--- src/rtl/u_rec_fifo.sv ---
// Receive-side byte FIFO behind the UART receiver: qualifies the ready edge,
// stores completed bytes first-word-fall-through and flags overflow drops.
module u_rec_fifo #(
    parameter int unsigned ADDR_W  = 3,
    parameter int unsigned MIN_LOW = 64
) (
    input  logic              sys_clk,
    input  logic              sys_rstH,
    input  logic [7:0]        rec_dataH,
    input  logic              rec_readyH,
    input  logic              rd_enH,
    output logic [7:0]        rd_dataH,
    output logic              emptyH,
    output logic              fullH,
    output logic [ADDR_W:0]   countH,
    output logic              overrunH,
    input  logic              clr_ovrH
);

    localparam int unsigned DEPTH = 1 << ADDR_W;
    localparam int unsigned CNT_W = ADDR_W + 1;

    logic [7:0]        mem [DEPTH];
    logic [ADDR_W-1:0] wr_ptr;
    logic [ADDR_W-1:0] rd_ptr;
    logic              rdy_d;
    logic [7:0]        low_cnt;

    logic              wr_evt;
    logic              rd_ok;
    logic              wr_ok;
    logic              drop;
    logic [ADDR_W:0]   count_nxt;

    // Only a rising ready edge after a long-enough low phase is a real byte;
    // short lows after reset or a false start are ignored.
    assign wr_evt = rec_readyH & ~rdy_d & (low_cnt >= 8'(MIN_LOW));
    assign rd_ok  = rd_enH & ~emptyH;
    assign wr_ok  = wr_evt & (~fullH | rd_ok);
    assign drop   = wr_evt & fullH & ~rd_ok;

    assign rd_dataH = mem[rd_ptr];

    always_comb begin
        count_nxt = countH;
        if (wr_ok && !rd_ok) begin
            count_nxt = countH + CNT_W'(1);
        end else if (rd_ok && !wr_ok) begin
            count_nxt = countH - CNT_W'(1);
        end
    end

    // Edge qualifier state
    always_ff @(posedge sys_clk) begin
        if (sys_rstH) begin
            rdy_d   <= 1'b1;
            low_cnt <= 8'd0;
        end else begin
            rdy_d <= rec_readyH;
            if (rec_readyH) begin
                low_cnt <= 8'd0;
            end else if (low_cnt != 8'hFF) begin
                low_cnt <= low_cnt + 8'd1;
            end
        end
    end

    // Storage array is not reset; stale contents are unreachable once count is 0.
    always_ff @(posedge sys_clk) begin
        if (wr_ok) begin
            mem[wr_ptr] <= rec_dataH;
        end
    end

    // Pointers, occupancy flags and sticky overrun
    always_ff @(posedge sys_clk) begin
        if (sys_rstH) begin
            wr_ptr   <= '0;
            rd_ptr   <= '0;
            countH   <= '0;
            emptyH   <= 1'b1;
            fullH    <= 1'b0;
            overrunH <= 1'b0;
        end else begin
            if (wr_ok) begin
                wr_ptr <= wr_ptr + ADDR_W'(1);
            end
            if (rd_ok) begin
                rd_ptr <= rd_ptr + ADDR_W'(1);
            end
            countH <= count_nxt;
            emptyH <= (count_nxt == CNT_W'(0));
            fullH  <= (count_nxt == CNT_W'(DEPTH));
            if (drop) begin
                overrunH <= 1'b1;
            end else if (clr_ovrH) begin
                overrunH <= 1'b0;
            end
        end
    end

endmodule

--- config.mk ---
export PLATFORM = sky130hd
export DESIGN_NAME = u_rec_fifo
export DESIGN_NICKNAME = d
export VERILOG_FILES = /design/src/rtl/u_rec_fifo.sv
export SDC_FILE = /design/constraint.sdc
export NUM_CORES = 1
export LEC_CHECK = 0
export CORE_ASPECT_RATIO = 0.9
export CORE_MARGIN = 3
export CORE_UTILIZATION = 40
export DETAILED_ROUTE_END_ITERATION = 7
export PLACE_DENSITY_LB_ADDON = 0.12
export SYNTH_ARGS = -nofsm -noshare
export SYNTH_HDL_FRONTEND = slang
export SYNTH_SLANG_ARGS = --single-unit
--- constraint.sdc ---
create_clock -name sys_clk -period 2.5 [get_ports sys_clk]
set_input_delay 0.625 -clock sys_clk [delete_from_list [all_inputs] [get_ports sys_clk]]
set_output_delay 0.625 -clock sys_clk [all_outputs]
set_load 0.05 [all_outputs]
* Word-level counts from Yosys, hierarchy flattened
Memories as Yosys holds them, arrays and structs flattened. A register that Yosys moved wholly into a read port is not among the register bits.
Cells that the tools add are included.
** Storage, ports and cells
- Register bits after elaboration :: 22
- Memory bits (writable) :: 64
- Bits of input ports :: 13
- Output and inout port bits :: 15
- Word-level logic and storage cells :: 43
- Memories kept :: 1
** Memories
- mem :: depth 8, bits a word 8, rd ports 1, clocked after Yosys merged registers in 1, wr ports 1, line 23 : logic [7:0] mem [DEPTH];
** Cells by class
- $add $sub $neg :: 5
- $lt $le $gt $ge :: 1
- Equality and inequality tests :: 2
- Multiplexer cells :: 8
- Bitwise gates (word level) :: 11
- Reduce and logical (&&, ||, !) cells :: 7
** Operators by type and width (number)
- $add 8x1->8 const B :: 1
- $ge 8x7->1 const B :: 1
- $mux 4 :: 2
- $ne 8x8->1 const B :: 1
- $add 3x1->3 const B :: 2
- $and 1x1->1 :: 6
- $mux 3 :: 2
- $add 4x1->4 const B :: 1
- $eq 4x4->1 const B :: 1
- $logic_not 4->1 :: 1
- $mux 1 :: 4
- $not 1->1 :: 4
- $sub 4x1->4 const B :: 1
- $logic_and 1x1->1 :: 2
- $logic_not 1->1 :: 2
- $reduce_bool 2->1 :: 1
- $reduce_or 2->1 :: 1
- $or 1x1->1 :: 1

* Logic depth before layout (Yosys ltp)
Gate-level depths: netlist (run 1).
- Depth after elaboration :: 9
- Mapped depth :: 6
- Mapped depth without buffers :: 5

* Least setup slack after synthesis (run 1)
No wires, ideal clock.
- Path kind :: flip-flop to output port
- Start point :: reg (tool-made name)
- End point :: out rd_dataH[0]
- Arrival :: 1.724 ns
- Required time :: 1.875 ns
- Slack :: 0.151 ns
- Stages on the path, launching flop included :: 5
- Buffers on the path :: 2
- Cells stage by stage :: dfxtp_1 > buf_2 > buf_2 > mux4_2 > mux2_2
** RTL lines
- to (decl) :: line 12 : output logic [7:0] rd_dataH,

==> results_dict.tcl, run 1 <==
set metrics [dict create \
    result_of_the_run "finished clean" \
    seq_power_share_pct 49.6 \
    synth-warning-count 0 \
    cts.path.max_buffers 2 \
    dp_hpwl_um 4220 \
    netlist-cell-type-count 35 \
    power.static_leakage_nw 1.43 \
    power.clock.fraction_pct 27.5 \
    worstHoldPathCells 2 \
    total_power_w 0.00340 \
    portion_of_the_clock_cycle_consumed_by_the_worst_path_in_the_final_layout_pct 100 \
    io_buffers 27 \
    synth_top_cell_by_area "edfxtp_1" \
    number_of_search_and_repair_iterations_in_the_first_detailed_routing_pass 4 \
    postSynthCellCount 227 \
    final_critical_path_setup_slack_ns 0.000933 \
    layout-drive-gt1-share_pct 25.8 \
    cts_root_buffer "clkbuf_8" \
    number_of_global_route_vias_before_repair 1990 \
    setup-tns-final_ns 0 \
    period_minus_slack_ns 2.50 \
    worst_pin_slew_ns 0.539 \
    fill_cells 782 \
    pin_count 28 \
    worst_skew_pair.late_latency_ns 0.34 \
    ir_worst_vdd_mv 0.581 \
    path_max_fanout 8 \
    finalNonFillerCells 398 \
    setup_viol 0 \
    cts.reportedPaths.clkPinSlew_ns 0.08 \
    routing_usage_on_met2_pct 23.2 \
    ctsHtreeMaxLevel 3 \
    ys_seq_area_share_pct 67.7 \
    swShare_pct 27.9 \
    numClockSinks 89 \
    mostFrequentLayoutCells "edfxtp_1 (64), dfxtp_1 (24), nor2_1 (22)" \
    p_sw_w 0.000949 \
    cts-buffers-inserted 9 \
    power-per-cell-area_nw_per_um2 782 \
    post_drt_via_cell_ratio 4.87 \
    worstSetupPathType "reg2out" \
    power_frac_comb_pct 22.9 \
    layout.nets 293 \
    wl_per_cell_um 16.4 \
    r2r-start "emptyH" \
    fp-row-count 32 \
    timing.final.max_slew_violations 0 \
    grt_antenna_before_repair 0 \
    synth.top_cell.area_share_pct 53.7 \
    worst_hold_launch "rd_ptr[1]" \
    placedCellCount 382 \
    skew_ns 0.00768 \
    max-cap-violations 0 \
    area_of_the_mapped_netlist_um2 3580 \
    worst_hold_path.endpoint "rd_ptr[1]" \
    critical_path.startpoint_type "flop" \
    r2r_setup_slack_ns 0.66 \
    final_common_cell "edfxtp_1" \
    area.growth.synth_to_final_pct 21.6 \
    cp_data_arrival_time_ns 1.87 \
    routed_wl_um 6520 \
    r2r-end "mem[3][7]" \
    cts_tree "yes" \
    synthTopCellsByArea "edfxtp_1 (54%), dfxtp_1 (14%), mux4_2 (10%)" \
    power.internal_w 0.00245 \
    preCtsSetupSlack_ns -0.0599 \
    worst_setup_end_kind "output pin" \
    post_synthesis_area_per_instance_um2 15.8 \
    drc_errors 0 \
    global_route_wire_length_before_repair_um 10400 \
    antennaDiodeCount 0 \
    initialDrtViolationCount 102 \
    dr_total_vias 1939 \
    gr-total-overflow 0 \
    m3_gr_usage_pct 4.56 \
    slew-limit-headroom_pct 64.0 \
    report.final.hold_viol_count 0 \
    floorplan.die.height_um 95.7 \
    rsz_0062_raised_after_global_routing "true" \
    start_util_pct 41.3 \
    die_w_um 106 \
    grt_start_max_net_pins 17 \
    placeableCoreArea_um2 8650 \
    globalplace.congestion 0.796 \
    synth_seq_cells 89 \
    whs_ns 0.493 \
    met1_usage_pct 17.9 \
    synthesis.nets 245 \
    r2r.worst_path.cells 5 \
    grt_usage_pct 14.0 \
    drt.antenna.violating_nets 0 \
    busiest_layer "met2" \
    holdCritPathClass "reg2reg" \
    floorplan.die_area_um2 10100 \
    cp_data_required_time_ns 1.88 \
    achievable-frequency_mhz 400 \
]
## registers in the layout (all words and copies together), names as in the netlist, named ones only
name      cells
countH        4
rdy_d         1
fullH         1
mem          64
rd_ptr        3
low_cnt       8
wr_ptr        3
overrunH      1
emptyH        1
## critical path: stages (launching register included)
cell     delay [ns]
dfxtp_4        0.40
buf_12         0.15
mux4_2         0.54
mux2_4         0.29
buf_6          0.15
## how the worst max path moves through the flow
stage	from	endpoint	slack [ns]	cells after the start
detailed placement	rd_enH	mem[3][6]	-0.06	6
global route	flop	rd_dataH[4]	-0.06	4
global placement	rd_enH	mem[3][6]	-0.05	6
floorplan	flop	rd_dataH[0]	0.15	4
CTS	flop	rd_dataH[4]	-0.03	4
finish	flop	rd_dataH[4]	0.0009	4
## cell usage after synthesis (all sizes together)
cell	number
edfxtp	64
dfxtp	25
nor2	22
mux4	16
nand2	10
mux2	8
a21oi	7
nor3	7
buf	6
xnor2	6
a211oi	5
ha	5
inv	5
nor3b	5
xor2	5
clkbuf	4
nand2b	4
nand3	4
mux2i	3
nor4	3
and3	2
and4	2
o21a	2
or2	2
a32oi	1
and2	1
nand4	1
nor2b	1
o31ai	1
## area by class of cell
| type | instances | area (um^2) | share of cell area [%] |
|---|---|---|---|
| flip-flops and latches | 89 | 2430 | 55.8 |
| multi-input cells | 123 | 1100 | 25.3 |
| repair buffers | 47 | 467 | 10.7 |
| well taps | 119 | 149 | 3.43 |
| clock buffers | 10 | 128 | 2.94 |
| clock inverters | 5 | 57.6 | 1.32 |
| inverters | 5 | 18.8 | 0.432 |
## per-layer routing
metal	vias to the layer above	part of all wire, %
li1	949	-
met1	946	46
met2	42	49
met3	2	4.4
met4	0	0.57
met5	-	0
## kinds of logic (layout without fill, tap and decap cells)
family,Yosys count,count (layout),synth area share [%]
xor gates and xnor gates,11,11,2.69
DFF,89,89,67.7
muxes,27,27,13.5
adders and majority gates,5,5,1.75
buffers and inverters,15,67,1.78
AOI/OAI and AO/OA,16,16,3.25
and+or+nand+nor,64,64,9.24
## power by group through the flow
stage	clock network, W	registers (W)	logic (W)
floorplan	0	0.00180	0.000408
global placement	0	0.00171	0.000738
detailed placement	0	0.00171	0.000735
CTS	0.000968	0.00169	0.000788
global route	0.00102	0.00169	0.000835
finish	0.000933	0.00169	0.000779
## per-stage QoR
stage	cell area [um^2]	utilization [%]
floorplan	3580	-
global placement	4090	47.2
detailed placement	4090	47.2
CTS	4340	50.2
global route	4350	50.3
finish	4350	50.3
## timing repair
item	CTS	global route
gates cloned	1	0
endpoints found under the setup margin	8	8
hold buffers	0	0
resized for setup	13	2
buffers inserted	0	0
No activity file was read; power rests on OpenSTA's default activity.
==> run 2: changes to the inputs <==
--- a/config.mk
+++ b/config.mk
@@ -9,7 +9,9 @@
 export CORE_MARGIN = 3
 export CORE_UTILIZATION = 40
 export DETAILED_ROUTE_END_ITERATION = 7
+export HOLD_SLACK_MARGIN = 0.08
 export PLACE_DENSITY_LB_ADDON = 0.12
 export SYNTH_ARGS = -nofsm -noshare
 export SYNTH_HDL_FRONTEND = slang
 export SYNTH_SLANG_ARGS = --single-unit
+export TNS_END_PERCENT = 5
==> run 2 against run 1 <==
  * Register-to-register slack hardly changed
  * Routed wire length about the same
  * Highest routed layer unchanged
  * Via count grew 0.41%
  * Maximum frequency hardly changed
  * Cell area shrank 0.17%
  * Critical path depth stayed put
  * Clock power is essentially flat
  * Combinational power down 0.6%
  * Cell count did not move
  * Non-clock buffer count unchanged
==> results_dict.tcl, run 2 (synthesis results as in run 1) <==
set metrics [dict create \
    area.sequential_um2 2430 \
    routed_wl_um 6510 \
    holdCritPathClass "reg2reg" \
    antennaDiodeCount 0 \
    cts.path.max_buffers 2 \
    cts_setup_buffers 0 \
    portion_of_the_clock_cycle_consumed_by_the_worst_path_in_the_final_layout_pct 99.9 \
    io_buffers 27 \
    swShare_pct 27.9 \
    busiest_layer "met2" \
    worst_skew_pair.late_latency_ns 0.34 \
    critical_path.startpoint_type "flop" \
    r2r.worst_path.cells 5 \
    gr-total-overflow 0 \
    placedCellCount 382 \
    skew_ns 0.00769 \
    power.clock.fraction_pct 27.5 \
    numClockSinks 89 \
    routing_usage_on_met2_pct 23.2 \
    grt_antenna_before_repair 0 \
    dr_total_vias 1947 \
    worst_setup_end_kind "output pin" \
    worstSetupPathType "reg2out" \
    timing.critical_path.slowest_stage_cell "mux4_2" \
    die_w_um 106 \
    ir_worst_vdd_mv 0.581 \
    multi_input_comb_area_um2 1100 \
    worst_hold_launch "rd_ptr[1]" \
    power.internal_w 0.00245 \
    worst_path_largest_cell_delay_ns 0.54 \
    slew-limit-headroom_pct 65.3 \
    final_common_cell "edfxtp_1" \
    pin_count 28 \
    placeableCoreArea_um2 8650 \
    hold_buffers 0 \
    cts_tree "yes" \
    drt.antenna.violating_nets 0 \
    layout.nets 293 \
    mostFrequentLayoutCells "edfxtp_1 (64), dfxtp_1 (24), nor2_1 (22)" \
    largestRegisters "mem (64), low_cnt (8), countH (4)" \
    max-cap-violations 0 \
    global_route_wire_length_before_repair_um 10400 \
    met1_usage_pct 17.9 \
    grt_usage_pct 14.0 \
    fill_cells 783 \
    power-per-cell-area_nw_per_um2 782 \
    setup_viol 0 \
    finalNonFillerCells 398 \
    seq_power_share_pct 49.7 \
    number_of_global_route_vias_before_repair 1990 \
    layout-drive-gt1-share_pct 25.8 \
    area.growth.synth_to_final_pct 21.3 \
    drc_errors 0 \
    p_sw_w 0.000948 \
    worstHoldPathCells 2 \
    report.final.hold_viol_count 0 \
    worst_pin_slew_ns 0.519 \
    critical_path.cell_chain "buf_12, mux4_2, mux2_4, buf_6" \
    cts-buffers-inserted 9 \
    rsz_0062_raised_after_global_routing "true" \
    period_minus_slack_ns 2.50 \
    m3_gr_usage_pct 4.56 \
    preCtsSetupSlack_ns -0.0599 \
    start_util_pct 41.3 \
    initialDrtViolationCount 97 \
    cp_data_arrival_time_ns 1.87 \
    cp_data_required_time_ns 1.88 \
    power.static_leakage_nw 1.43 \
    ctsHtreeMaxLevel 3 \
    floorplan.die_area_um2 10100 \
    globalplace.congestion 0.796 \
    final_critical_path_setup_slack_ns 0.00170 \
    achievable-frequency_mhz 400 \
    result_of_the_run "finished clean" \
    grt_start_max_net_pins 17 \
    r2r-start "emptyH" \
    fp-row-count 32 \
    floorplan.die.height_um 95.7 \
    number_of_search_and_repair_iterations_in_the_first_detailed_routing_pass 4 \
    power_frac_comb_pct 22.8 \
    cts.reportedPaths.clkPinSlew_ns 0.08 \
    regMostFlops "mem" \
    utilization_after_layout_pct 50.2 \
    dp_hpwl_um 4220 \
    wl_per_cell_um 16.4 \
    number_of_flip_flops_under_the_largest_register_name 64 \
    cts_root_buffer "clkbuf_8" \
    post_drt_via_cell_ratio 4.89 \
    path_max_fanout 8 \
    timing.final.max_slew_violations 0 \
]
run 2: per-stage QoR:
step           setup TNS [ns]  cell area (um^2)  hold slack (ns)  power, W
6_report                    0              4340            0.493   0.00339
5_1_grt                -0.330              4340            0.535   0.00354
4_1_cts               -0.0846              4330            0.500   0.00344
3_5_place_dp           -0.958              4090            0.481   0.00245
3_3_place_gp           -0.749              4090            0.467   0.00245
2_1_floorplan               0              3580            0.454   0.00221
run 2: layout make-up:
type	instances	area share, %
Clock buffer	10	2.94
Sequential cell	89	55.9
Clock inverter	5	1.33
Tap cell	119	3.43
Timing Repair Buffer	47	10.7
Multi-Input combinational cell	123	25.3
Inverter	5	0.433
run 2: power by group through the flow:
stage	sequential [W]	combinational, W	clock [W]
after global routing	0.00169	0.000830	0.00102
final	0.00169	0.000774	0.000933
after detailed placement	0.00171	0.000735	0
after global placement	0.00171	0.000738	0
after floorplan	0.00180	0.000408	0
after CTS	0.00169	0.000783	0.000968
run 2: what timing repair did:
action	in CTS	in global routing
resized for setup	11	2
gates cloned	1	0
setup endpoints to repair	8	8
pin swaps	0	0
run 2: final timing paths:
| path | slack, ns | end |
|---|---|---|
| worst min-delay path | 0.49 | rd_ptr[1] |
| worst max-delay path | 0.002 | rd_dataH[4] |
| worst min register to register | 0.49 | rd_ptr[1] |
| worst max register to register | 0.67 | mem[3][7] |
run 2: layer usage:
| layer | share of wire (%) | routed length [um] |
|---|---|---|
| met4 | 0.57 | 37 |
| met2 | 49 | 3210 |
| met5 | 0 | 0 |
| met3 | 4.2 | 275 |
| met1 | 46 | 2980 |
run 2: worst max-delay path: cells and delay by family, from the launching register on:
kind	cells	cell delay, ns
flip-flops	1	0.40
buffers and inverters	2	0.30
multiplexers	2	0.83
